## config.mk

```make
export PLATFORM = sky130hd
export DESIGN_NAME = fetch_queue
export DESIGN_NICKNAME = d
export VERILOG_FILES = /design/src/rtl/fetch_queue.sv
export SDC_FILE = /design/constraint.sdc
export NUM_CORES = 1
export LEC_CHECK = 0
export CORE_ASPECT_RATIO = 1.2
export CORE_MARGIN = 5
export CORE_UTILIZATION = 45
export DETAILED_ROUTE_END_ITERATION = 12
export PLACE_DENSITY = 0.7
export SLEW_MARGIN = 30
export SYNTH_ARGS = -nofsm -noshare
export SYNTH_HDL_FRONTEND = slang
export SYNTH_SLANG_ARGS = --single-unit
```

## constraint.sdc

```tcl
create_clock -name clk -period 4.35 [get_ports clk]
set_clock_uncertainty 0.15 [all_clocks]
set_input_delay 1.0875 -clock clk [delete_from_list [all_inputs] [get_ports clk]]
set_output_delay 1.0875 -clock clk [all_outputs]
set_load 0.005 [all_outputs]
```

## src/rtl/fetch_queue.sv

```systemverilog
// rtl/fetch_queue.sv - instruction fetch queue between ifetch and decode
//
// Purpose: DEPTH-entry first-word fall-through FIFO that lets fetch run ahead
// of decode. Each entry carries instruction, address, predicted next address,
// and fetch exception flag/cause. Once a faulting fetch is queued, the queue
// stops accepting fetches until flush or rst.
//
// Ports:
//   clk, rst            clock, synchronous active-high reset
//   flush               empties the queue next cycle, clears the exception lock
//   prev_stalled        upstream entry not valid
//   stall_prev          queue cannot accept (full or exception lock)
//   in_*                upstream entry fields
//   next_stalled        decode not ready
//   stall_next          queue has no valid output (empty)
//   out_*               head entry fields (don't-care while empty)
//   count               number of occupied entries
module fetch_queue #(
   parameter int DEPTH   = 4,
   parameter int ILEN    = 32,
   parameter int ALEN    = 32,
   parameter int CAUSE_W = 4
) (
   input  logic                       clk,
   input  logic                       rst,
   input  logic                       flush,
   input  logic                       prev_stalled,
   output logic                       stall_prev,
   input  logic [ILEN-1:0]            in_instruction,
   input  logic [ALEN-1:0]            in_addr,
   input  logic [ALEN-1:0]            in_next_addr,
   input  logic                       in_exception,
   input  logic [CAUSE_W-1:0]         in_trap_cause,
   input  logic                       next_stalled,
   output logic                       stall_next,
   output logic [ILEN-1:0]            out_instruction,
   output logic [ALEN-1:0]            out_addr,
   output logic [ALEN-1:0]            out_next_addr,
   output logic                       out_exception,
   output logic [CAUSE_W-1:0]         out_trap_cause,
   output logic [$clog2(DEPTH+1)-1:0] count
);

   localparam int PW = $clog2(DEPTH);
   localparam int CW = $clog2(DEPTH+1);

   logic [ILEN-1:0]    instr_mem [DEPTH];
   logic [ALEN-1:0]    addr_mem  [DEPTH];
   logic [ALEN-1:0]    next_mem  [DEPTH];
   logic               exc_mem   [DEPTH];
   logic [CAUSE_W-1:0] cause_mem [DEPTH];

   logic [PW-1:0] wr_ptr;
   logic [PW-1:0] rd_ptr;
   logic          exc_lock;
   logic          push;
   logic          pop;

   // Both stall outputs come from registered state only, so neither handshake
   // side sees a combinational path through the queue.
   assign stall_prev = (count == CW'(DEPTH)) || exc_lock;
   assign stall_next = (count == '0);

   // A handshake coinciding with flush/rst is discarded, including its write.
   assign push = !prev_stalled && !stall_prev && !flush && !rst;
   assign pop  = !stall_next && !next_stalled && !flush && !rst;

   assign out_instruction = instr_mem[rd_ptr];
   assign out_addr        = addr_mem[rd_ptr];
   assign out_next_addr   = next_mem[rd_ptr];
   assign out_exception   = exc_mem[rd_ptr];
   assign out_trap_cause  = cause_mem[rd_ptr];

   always_ff @(posedge clk) begin
      if (push) begin
         instr_mem[wr_ptr] <= in_instruction;
         addr_mem[wr_ptr]  <= in_addr;
         next_mem[wr_ptr]  <= in_next_addr;
         exc_mem[wr_ptr]   <= in_exception;
         cause_mem[wr_ptr] <= in_trap_cause;
      end
   end

   always_ff @(posedge clk) begin
      if (rst || flush) begin
         wr_ptr   <= '0;
         rd_ptr   <= '0;
         count    <= '0;
         exc_lock <= 1'b0;
      end else begin
         if (push) begin
            wr_ptr <= wr_ptr + PW'(1);
            // Lock stays set after the faulting entry drains; only flush/rst
            // release it, since the pipeline is about to be redirected anyway.
            if (in_exception) exc_lock <= 1'b1;
         end
         if (pop) rd_ptr <= rd_ptr + PW'(1);
         case ({push, pop})
            2'b10:   count <= count + CW'(1);
            2'b01:   count <= count - CW'(1);
            default: count <= count;
         endcase
      end
   end

endmodule
```

==> impl_metrics.py, run 1 <==
metrics = {
    "run_status": {
        "status": "finished clean",
    },
    "yosys": {
        "syn_inst": 587,
        "yosysSeqAreaShare_pct": 81.7,
        "synth_warnings": 0,
        "synth_nets": 699,
        "avgSynthCellArea_sq_um": 25.7,
        "synth_seq_cells": 414,
        "syn-cell-area_sq_mm": 0.0151,
        "synth_cell_types": 24,
    },
    "route": {
        "via_per_inst": 5.18,
        "drt_iter0_drc": 421,
        "vias": 6794,
        "drt_first_pass_iters": 4,
        "drtAntennaViolNets": 0,
        "wl_per_cell_um": 21.3,
        "wirelength_mm": 28.0,
        "drc": 0,
    },
    "final_layout": {
        "fin_util_pct": 57.7,
        "syn2layout_area_growth_pct": 26.6,
        "drive_above_1_share_pct": 21.3,
        "nets": 944,
        "n_fill_cell": 2430,
    },
    "sta": {
        "rsz0062_at_grt": "false",
        "setup_viol": 0,
        "finalSetupTns_ps": 0,
        "holdWs_ps": 322,
        "min_period_ps": 3820,
        "min_period_over_period_pct": 87.7,
        "tightest_slew_ps": 572,
        "setup_ws_ps": 534,
        "hold_viol_final": 0,
        "max_freq_ghz": 0.262,
        "relSlewSlack_pct": 61.6,
        "report.final.slew_viol_count": 0,
    },
    "min_path": {
        "hold_path_depth": 2,
        "min_path_type": "flip-flop to flip-flop",
    },
    "critical_path": {
        "max_stage_delay_ps": 600,
        "critPathRequiredTime_ps": 3110,
        "cpMaxStageDelayCell": "dfxtp_4",
        "cp_max_fo": 38,
        "path_buf_inv": 2,
        "critPathKind": "flip-flop to primary output",
        "worst_r2r_path_depth": 9,
        "cp.depth": 3,
        "worstPathCellList": "buf_12 -> mux4_2 -> clkdlybuf4s50_1",
        "endpoint_kind": "primary output",
        "worstPathArrival_ps": 2580,
        "cp-start-kind": "flip-flop",
        "critPathTopFamily": "buffers and inverters",
    },
    "global_routing": {
        "grt_use_total_pct": 15.2,
        "antenna_found_initial": 4,
        "grt_pass1_vias": 7378,
        "grt_max_degree": 58,
        "overflow": 0,
        "grt_pass1_wl_mm": 43.2,
    },
    "clock_network": {
        "clk_pin_slew_worst_paths_ps": 50,
        "cts_resized": 0,
        "cts_setup_buffers": 0,
        "root_buffer": "clkbuf_16",
        "clk_path_buf_depth": 3,
        "clock_latency_ps": 520,
        "cts_buffers": 41,
        "ctsHoldBuffers": 0,
        "cts_tree": "done",
        "clock-sinks": 414,
        "htree_levels": 2,
    },
    "floorplanning": {
        "die_h_um": 211,
        "die_w_um": 177,
        "core_area_sq_mm": 0.0332,
        "fp-row-count": 73,
        "start_util_pct": 45.5,
        "ioPinCount": 212,
        "die_area_sq_mm": 0.0373,
    },
    "power": {
        "power_density_mw_per_mm2": 416,
        "p_int_uw": 6450,
        "sequentialPowerShare_pct": 55.6,
        "leakage_uw": 0.00588,
        "pwr-share-clk_pct": 40.8,
        "combPwrFrac_pct": 3.6,
        "switchingPower_uw": 1510,
        "irDropWorstVdd_mv": 0.246,
        "swShare_pct": 19.0,
    },
    "run": {
        "max_cap_viol_count": 0,
    },
    "placed_design": {
        "portBuffers": 211,
        "dpl.hpwl_mm": 17.2,
        "place_worst_setup_slack_ps": 797,
        "gp_congestion": 0.729,
    },
}
[synthesized netlist by cell type]
master | count | area share, %
nand3_1 | 1 | 0.033
nand4_1 | 2 | 0.083
edfxtp_1 | 404 | 80
o21ai_0 | 4 | 0.13
a21oi_1 | 6 | 0.20
nand2_1 | 3 | 0.075
ha_1 | 5 | 0.41
clkbuf_1 | 3 | 0.075
nor2_1 | 5 | 0.12
buf_2 | 10 | 0.33
or2_2 | 1 | 0.041
and3_1 | 4 | 0.17
mux4_2 | 101 | 15
inv_1 | 6 | 0.15
fa_1 | 1 | 0.13
xor2_1 | 2 | 0.12
and2_4 | 1 | 0.058
nor3_1 | 2 | 0.066
buf_6 | 10 | 0.75
o31ai_2 | 1 | 0.083
or3_1 | 3 | 0.12
or3b_4 | 1 | 0.075
nand2b_1 | 1 | 0.041
dfxtp_1 | 10 | 1.3
[cell usage in the layout, fill, tap and decap left out]
cell type | synthesis | final
edfxtp_1 | 404 | 404
clkdlybuf4s50_1 | 0 | 211
mux4_2 | 101 | 101
clkbuf_16 | 0 | 43
buf_12 | 0 | 11
clkinv_2 | 0 | 8
dfxtp_1 | 10 | 8
clkbuf_1 | 3 | 7
clkinv_1 | 0 | 7
inv_1 | 6 | 6
a21oi_1 | 6 | 6
nor2_1 | 5 | 5
ha_1 | 5 | 5
and3_4 | 0 | 4
o21ai_0 | 4 | 4
clkinvlp_4 | 0 | 4
nand2_1 | 3 | 3
or3_1 | 3 | 3
buf_4 | 0 | 3
nor3_1 | 2 | 2
xor2_1 | 2 | 2
nand4_1 | 2 | 2
dfxtp_4 | 0 | 2
diode_2 | 0 | 1
or2_2 | 1 | 1
or3b_4 | 1 | 1
and2_4 | 1 | 1
nand2b_1 | 1 | 1
o31ai_2 | 1 | 1
nand3_1 | 1 | 1
fa_1 | 1 | 1
inv_6 | 0 | 1
bufinv_16 | 0 | 1
inv_8 | 0 | 1
[cell families after synthesis]
logic type	count (synthesis)	synth area share (%)
flops	414	81.7
mux	101	15.1
buf+inv	29	1.30
simple gates	24	0.887
compound gates	11	0.414
fa+ha+maj	6	0.547
xor+xnor	2	0.116
[worst paths after layout]
check,slack (ps),start,endpoint
worst max-delay path,530,flip-flop,out_addr[30]
worst min-delay path,320,exc_lock$_SDFFE_PP0P_,exc_lock$_SDFFE_PP0P_
worst max register to register,1840,count[2]$_SDFFE_PP0P_,count[2]$_SDFFE_PP0P_
worst min register to register,320,exc_lock$_SDFFE_PP0P_,exc_lock$_SDFFE_PP0P_
[power groups by stage]
stage,logic (uW),registers [uW],clock network [uW]
finish,285,4430,3250
global route,306,4430,3530
CTS,291,4430,3350
detailed placement,289,4510,0
global placement,283,4510,0
floorplan,69.5,4510,0
[registers in the layout, summed over array words and instances (netlist names), named ones only]
signal	flops
exc_mem	4
next_mem	128
addr_mem	128
rd_ptr	2
cause_mem	16
count	3
instr_mem	128
wr_ptr	2
exc_lock	1
[layer usage]
layer | part of all wire [%] | GRT usage, %
met5 | 0.096 | 0
met4 | 2.2 | 4.83
met3 | 5.9 | 4.14
met2 | 51 | 25.3
met1 | 40 | 19.6
[final cells by class]
cell class              count  area [sq um]  share of cell area [%]
clock buffers              50          1100                    5.76
flip-flops and latches    414         12300                    64.5
repair buffers            225          2350                    12.3
inverters                   6          22.5                   0.118
diodes                      1          2.50                  0.0131
well taps                 450           563                    2.94
clock inverters            22           146                   0.766
multi-input cells         144          2590                    13.6
[metrics by stage]
stage	power, uW	instance area [sq um]	std cells
floorplan	4580	15100	587
global placement	4790	17900	1239
detailed placement	4800	17900	1239
CTS	8070	19100	1311
global route	8260	19100	1312
finish	7960	19100	1312
[worst register-to-register path: cells and delay by family (launching register included)]
family          cells  cell delay [ps]
compound gates      1              130
simple gates        4             1000
fa+ha+maj           2              560
xor+xnor            1              160
buf+inv             1               60
flops               1              390
(Power assumes the default switching activity.)
==> run 2, diff against run 1 <==
--- a/config.mk
+++ b/config.mk
@@ -5,6 +5,7 @@
 export SDC_FILE = /design/constraint.sdc
 export NUM_CORES = 1
 export LEC_CHECK = 0
+export CAP_MARGIN = 20
 export CORE_ASPECT_RATIO = 1.2
 export CORE_MARGIN = 5
 export CORE_UTILIZATION = 45
==> constraint.sdc (replaced) <==
create_clock -name clk -period 3.5 [get_ports clk]
set_clock_uncertainty 0.15 [all_clocks]
set_input_delay 0.875 -clock clk [delete_from_list [all_inputs] [get_ports clk]]
set_output_delay 0.875 -clock clk [all_outputs]
set_load 0.005 [all_outputs]
==> run 2 against run 1 <==
- utilization is 0.14 points higher
- global-route usage is 0.072 points higher
- setup slack worse by 390 ps
- cell count is 0.53% higher
- design area is 0.24% higher
- non-clock buffer count is 12 higher
- sequential power is 24% higher
- clock power is 19% higher
- via count is 0.97% higher
- sequential cell count stayed put
- largest power group unchanged
- wire length is 1.4% higher
- critical path type unchanged
- critical path depth stayed put
==> impl_metrics.py, run 2 (synthesis gave the netlist of run 1 again) <==
metrics = {
    "global_routing": {
        "overflow": 0,
        "grt_pass1_wl_mm": 42.9,
        "grt_use_total_pct": 15.2,
        "grt_pass1_vias": 7336,
        "grt_max_degree": 53,
        "antenna_found_initial": 3,
    },
    "final_layout": {
        "nets": 955,
        "drive_above_1_share_pct": 21.2,
        "reg_top3": "addr_mem (128), instr_mem (128), next_mem (128)",
        "final_cell_mix": "edfxtp_1, clkdlybuf4s50_1, mux4_2",
        "fin_area_sq_mm": 0.0192,
        "n_fill_cell": 2429,
        "syn2layout_area_growth_pct": 26.9,
        "mostFrequentLayoutCell": "edfxtp_1",
        "stdcell_count": 1319,
    },
    "power": {
        "fin_total_pwr_uw": 9730,
        "leakage_uw": 0.00592,
        "irDropWorstVdd_mv": 0.414,
        "power_density_mw_per_mm2": 507,
    },
    "placed_design": {
        "dpl.hpwl_mm": 17.8,
        "placed_area_sq_mm": 0.0180,
        "dp_cells": 1247,
        "portBuffers": 211,
        "gp_congestion": 0.753,
        "place_worst_setup_slack_ps": 275,
    },
    "critical_path": {
        "critPathKind": "flip-flop to primary output",
        "critPathTopFamily": "buffers and inverters",
        "path_buf_inv": 2,
        "ff2ff_setup_slack_ps": 1010,
        "cpMaxStageDelayCell": "mux4_2",
        "worstPathCellList": "buf_12 -> mux4_2 -> clkdlybuf4s50_1",
        "r2r_end": "count[2]$_SDFFE_PP0P_",
        "timing.rr.start": "count[2]$_SDFFE_PP0P_",
        "cp-start-kind": "flip-flop",
        "endpoint_kind": "primary output",
        "cp.depth": 3,
        "critPathCapture": "out_instruction[4]",
        "worstPathArrival_ps": 2330,
        "worst_r2r_path_depth": 9,
        "cp_max_fo": 31,
        "critPathRequiredTime_ps": 2470,
        "max_stage_delay_ps": 540,
    },
    "run_status": {
        "status": "finished clean",
    },
    "clock_network": {
        "clk_pin_slew_worst_paths_ps": 60,
        "htree_levels": 2,
        "clock_latency_ps": 520,
        "cts_tree": "done",
        "clock-sinks": 414,
        "ctsHoldBuffers": 0,
        "root_buffer": "clkbuf_16",
        "clk_path_buf_depth": 3,
        "cts_buffers": 40,
    },
    "route": {
        "vias": 6860,
        "drt_iter0_drc": 340,
        "wl_per_cell_um": 21.5,
        "drtAntennaViolNets": 0,
        "drt_first_pass_iters": 4,
        "via_per_inst": 5.20,
        "drc": 0,
        "wirelength_mm": 28.4,
    },
    "floorplanning": {
        "die_area_sq_mm": 0.0373,
        "core_area_sq_mm": 0.0332,
        "die_w_um": 177,
        "start_util_pct": 45.5,
        "ioPinCount": 212,
        "die_h_um": 211,
        "fp-row-count": 73,
    },
    "sta": {
        "report.final.slew_viol_count": 0,
        "relSlewSlack_pct": 58.7,
        "setup_ws_ps": 141,
        "tightest_slew_ps": 614,
        "setup_viol": 0,
        "min_period_over_period_pct": 96.0,
        "rsz0062_at_grt": "false",
        "hold_viol_final": 0,
        "max_freq_ghz": 0.298,
        "finalSetupTns_ps": 0,
        "min_period_ps": 3360,
    },
    "min_path": {
        "min_path_type": "flip-flop to flip-flop",
    },
    "run": {
        "max_cap_viol_count": 0,
    },
}
[run 2: area by class of cell]
| class | count | area, sq um | share of cell area, % |
|---|---|---|---|
| Antenna cell | 1 | 2.50 | 0.0131 |
| Clock buffer | 55 | 1080 | 5.63 |
| Clock inverter | 12 | 77.6 | 0.405 |
| Inverter | 6 | 22.5 | 0.117 |
| Multi-Input combinational cell | 144 | 2590 | 13.5 |
| Sequential cell | 414 | 12300 | 64.4 |
| Tap cell | 450 | 563 | 2.94 |
| Timing Repair Buffer | 237 | 2490 | 13.0 |
[run 2: tightest hold or removal path, stage by stage (launching register included)]
cell and delay, ps:
dfxtp_1 310, inv_1 60, a21oi_1 60
[run 2: worst min path at each step]
stage | start | end | slack, ps | depth (start not counted)
floorplan | exc_lock$_SDFFE_PP0P_ | exc_lock$_SDFFE_PP0P_ | 300 | 2
global placement | rd_ptr[1]$_SDFFE_PP0P_ | flip-flop | 310 | 2
detailed placement | exc_lock$_SDFFE_PP0P_ | exc_lock$_SDFFE_PP0P_ | 320 | 2
CTS | exc_lock$_SDFFE_PP0P_ | exc_lock$_SDFFE_PP0P_ | 330 | 2
global route | exc_lock$_SDFFE_PP0P_ | exc_lock$_SDFFE_PP0P_ | 350 | 2
finish | exc_lock$_SDFFE_PP0P_ | exc_lock$_SDFFE_PP0P_ | 330 | 2
[run 2: report_power, final]
part	switching [uW]	leakage, uW	total (uW)	internal, uW
clock	1650	0.000565	3870	2210
sequential	11.3	0.00373	5500	5490
combinational	142	0.00162	358	216
total	1800	0.00592	9730	7920
[run 2: per-stage QoR]
step	utilization, %	hold WS [ps]
finish	57.8	328
global route	57.8	345
CTS	57.7	331
detailed placement	54.2	317
global placement	54.2	310
floorplan	-	296
[run 2: routing by layer]
metal	vias to the layer above	wire [um]	GRT usage (%)
met4	4	866	5.12
li1	3036	-	-
met2	211	14500	25.6
met3	52	2160	4.92
met5	-	27	0
met1	3557	10800	18.8
[run 2: timing repair]
action	in CTS	in global routing
buffers inserted	0	4
gates resized for setup	1	1
endpoints found under the hold margin	0	0
endpoints found under the setup margin	13	43
==> run 3, diff against run 2 <==
--- a/config.mk
+++ b/config.mk
@@ -6,11 +6,13 @@
 export NUM_CORES = 1
 export LEC_CHECK = 0
 export CAP_MARGIN = 20
+export CELL_PAD_IN_SITES_DETAIL_PLACEMENT = 0
+export CELL_PAD_IN_SITES_GLOBAL_PLACEMENT = 1
 export CORE_ASPECT_RATIO = 1.2
 export CORE_MARGIN = 5
-export CORE_UTILIZATION = 45
+export CORE_UTILIZATION = 43
 export DETAILED_ROUTE_END_ITERATION = 12
-export PLACE_DENSITY = 0.7
+export PLACE_DENSITY = 0.75
 export SLEW_MARGIN = 30
 export SYNTH_ARGS = -nofsm -noshare
 export SYNTH_HDL_FRONTEND = slang
==> run 3 against run 2 <==
- power grew 3.6%
- maximum frequency grew 0.35%
- utilization shrank 2.4 points
- design area grew 0.67%
- critical path depth is the same
- largest power group unchanged
==> impl_metrics.py, run 3 (synthesis gave the netlist of run 1 again) <==
metrics = {
    "sta": {
        "max_freq_ghz": 0.299,
        "min_period_ps": 3350,
        "tightest_slew_ps": 687,
        "setup_ws_ps": 152,
        "holdWs_ps": 324,
        "rsz0062_at_grt": "false",
        "finalSetupTns_ps": 0,
        "relSlewSlack_pct": 53.9,
        "hold_viol_final": 0,
        "setup_viol": 0,
        "report.final.slew_viol_count": 0,
        "min_period_over_period_pct": 95.6,
    },
    "min_path": {
        "min_path_type": "flip-flop to flip-flop",
        "hold_path_depth": 2,
        "hp-start": "exc_lock$_SDFFE_PP0P_",
        "whs_endpoint": "exc_lock$_SDFFE_PP0P_",
    },
    "global_routing": {
        "antenna_found_initial": 2,
        "grt_pass1_wl_mm": 44.8,
        "overflow": 0,
        "grt_pass1_vias": 7510,
        "grt_max_degree": 46,
        "grt_use_total_pct": 14.8,
    },
    "clock_network": {
        "ctsHoldBuffers": 0,
        "cts_tree": "done",
        "cts_setup_buffers": 1,
        "clk_pin_slew_worst_paths_ps": 60,
        "clock_latency_ps": 520,
        "root_buffer": "clkbuf_16",
        "cts_buffers": 41,
        "cts_resized": 0,
        "htree_levels": 2,
        "clock-sinks": 414,
        "clk_path_buf_depth": 3,
    },
    "route": {
        "wirelength_mm": 28.7,
        "drtAntennaViolNets": 0,
        "drc": 0,
        "drt_first_pass_iters": 4,
        "via_per_inst": 5.17,
        "wl_per_cell_um": 21.6,
        "drt_iter0_drc": 342,
        "vias": 6875,
    },
    "run_status": {
        "status": "finished clean",
    },
    "floorplanning": {
        "core_area_sq_mm": 0.0348,
        "start_util_pct": 43.4,
        "fp-row-count": 75,
        "die_h_um": 215,
        "die_area_sq_mm": 0.0390,
        "die_w_um": 181,
        "ioPinCount": 212,
    },
    "final_layout": {
        "mostFrequentLayoutCell": "edfxtp_1",
        "reg_top3": "addr_mem (128), instr_mem (128), next_mem (128)",
        "stdcell_count": 1329,
        "syn2layout_area_growth_pct": 27.8,
        "nets": 950,
        "drive_above_1_share_pct": 21.3,
        "final_cell_mix": "edfxtp_1, clkdlybuf4s50_1, mux4_2",
        "antenna_cells": 0,
        "fin_area_sq_mm": 0.0193,
    },
    "placed_design": {
        "portBuffers": 211,
        "dp_cells": 1256,
        "gp_congestion": 0.714,
        "place_worst_setup_slack_ps": 263,
        "placed_area_sq_mm": 0.0180,
        "dpl.hpwl_mm": 17.7,
    },
    "critical_path": {
        "cpMaxStageDelayCell": "mux4_2",
        "cp_max_fo": 12,
        "worst_r2r_path_depth": 9,
        "r2r_end": "count[2]$_SDFFE_PP0P_",
        "worstPathArrival_ps": 2320,
        "timing.rr.start": "count[2]$_SDFFE_PP0P_",
        "endpoint_kind": "primary output",
        "critPathKind": "flip-flop to primary output",
        "ff2ff_setup_slack_ps": 1010,
        "max_stage_delay_ps": 560,
        "worstPathCellList": "buf_4 -> mux4_2 -> clkdlybuf4s50_1",
        "critPathRequiredTime_ps": 2470,
        "cp-start-kind": "flip-flop",
    },
    "run": {
        "max_cap_viol_count": 0,
    },
    "power": {
        "power_density_mw_per_mm2": 522,
        "leakage_uw": 0.00596,
        "irDropWorstVdd_mv": 0.389,
    },
}
-- run 3: worst max-delay path: cells and delay by family (launching register included) --
kind	cells	cell delay [ps]
flip-flops	1	460
multiplexers	1	560
buffers and inverters	2	790
-- run 3: final cells by class --
class	count	area [sq um]
fill	2639	15500
sequential	414	12300
multi-input combinational	144	2590
timing repair buffer	231	2460
clock buffer	50	1100
tap	462	578
clock inverter	22	200
inverter	6	22.5
-- run 3: routing by layer --
| layer | track usage (%) | part of all wire (%) | vias to the layer above |
|---|---|---|---|
| met1 | 18.8 | 40 | 3609 |
| met5 | 0 | 0.063 | - |
| met2 | 25.2 | 51 | 185 |
| met4 | 4.30 | 2.3 | 4 |
| met3 | 4.16 | 6.3 | 46 |
| li1 | - | - | 3031 |
-- run 3: metrics by stage --
stage	util [%]	power (uW)
2_1_floorplan	-	5700
3_3_place_gp	51.7	5960
3_5_place_dp	51.7	5970
4_1_cts	55.4	10200
5_1_grt	55.4	10500
6_report	55.4	10100
-- run 3: power by group --
part	internal (uW)	total [uW]	switching, uW
sequential	5490	5500	11.0
combinational	214	358	144
clock	2520	4210	1690
total	8230	10100	1840
-- run 3: how the worst max path moves through the flow --
stage | from | endpoint | slack, ps | depth (start not counted)
global placement | rst | count[2]$_SDFFE_PP0P_ | 280 | 9
detailed placement | rst | count[2]$_SDFFE_PP0P_ | 260 | 9
finish | flip-flop | out_instruction[11] | 150 | 3
floorplan | prev_stalled | addr_mem[0][0]$_DFFE_PP_ | 380 | 3
global route | flip-flop | out_instruction[2] | 20 | 3
CTS | flip-flop | out_addr[0] | 50 | 3
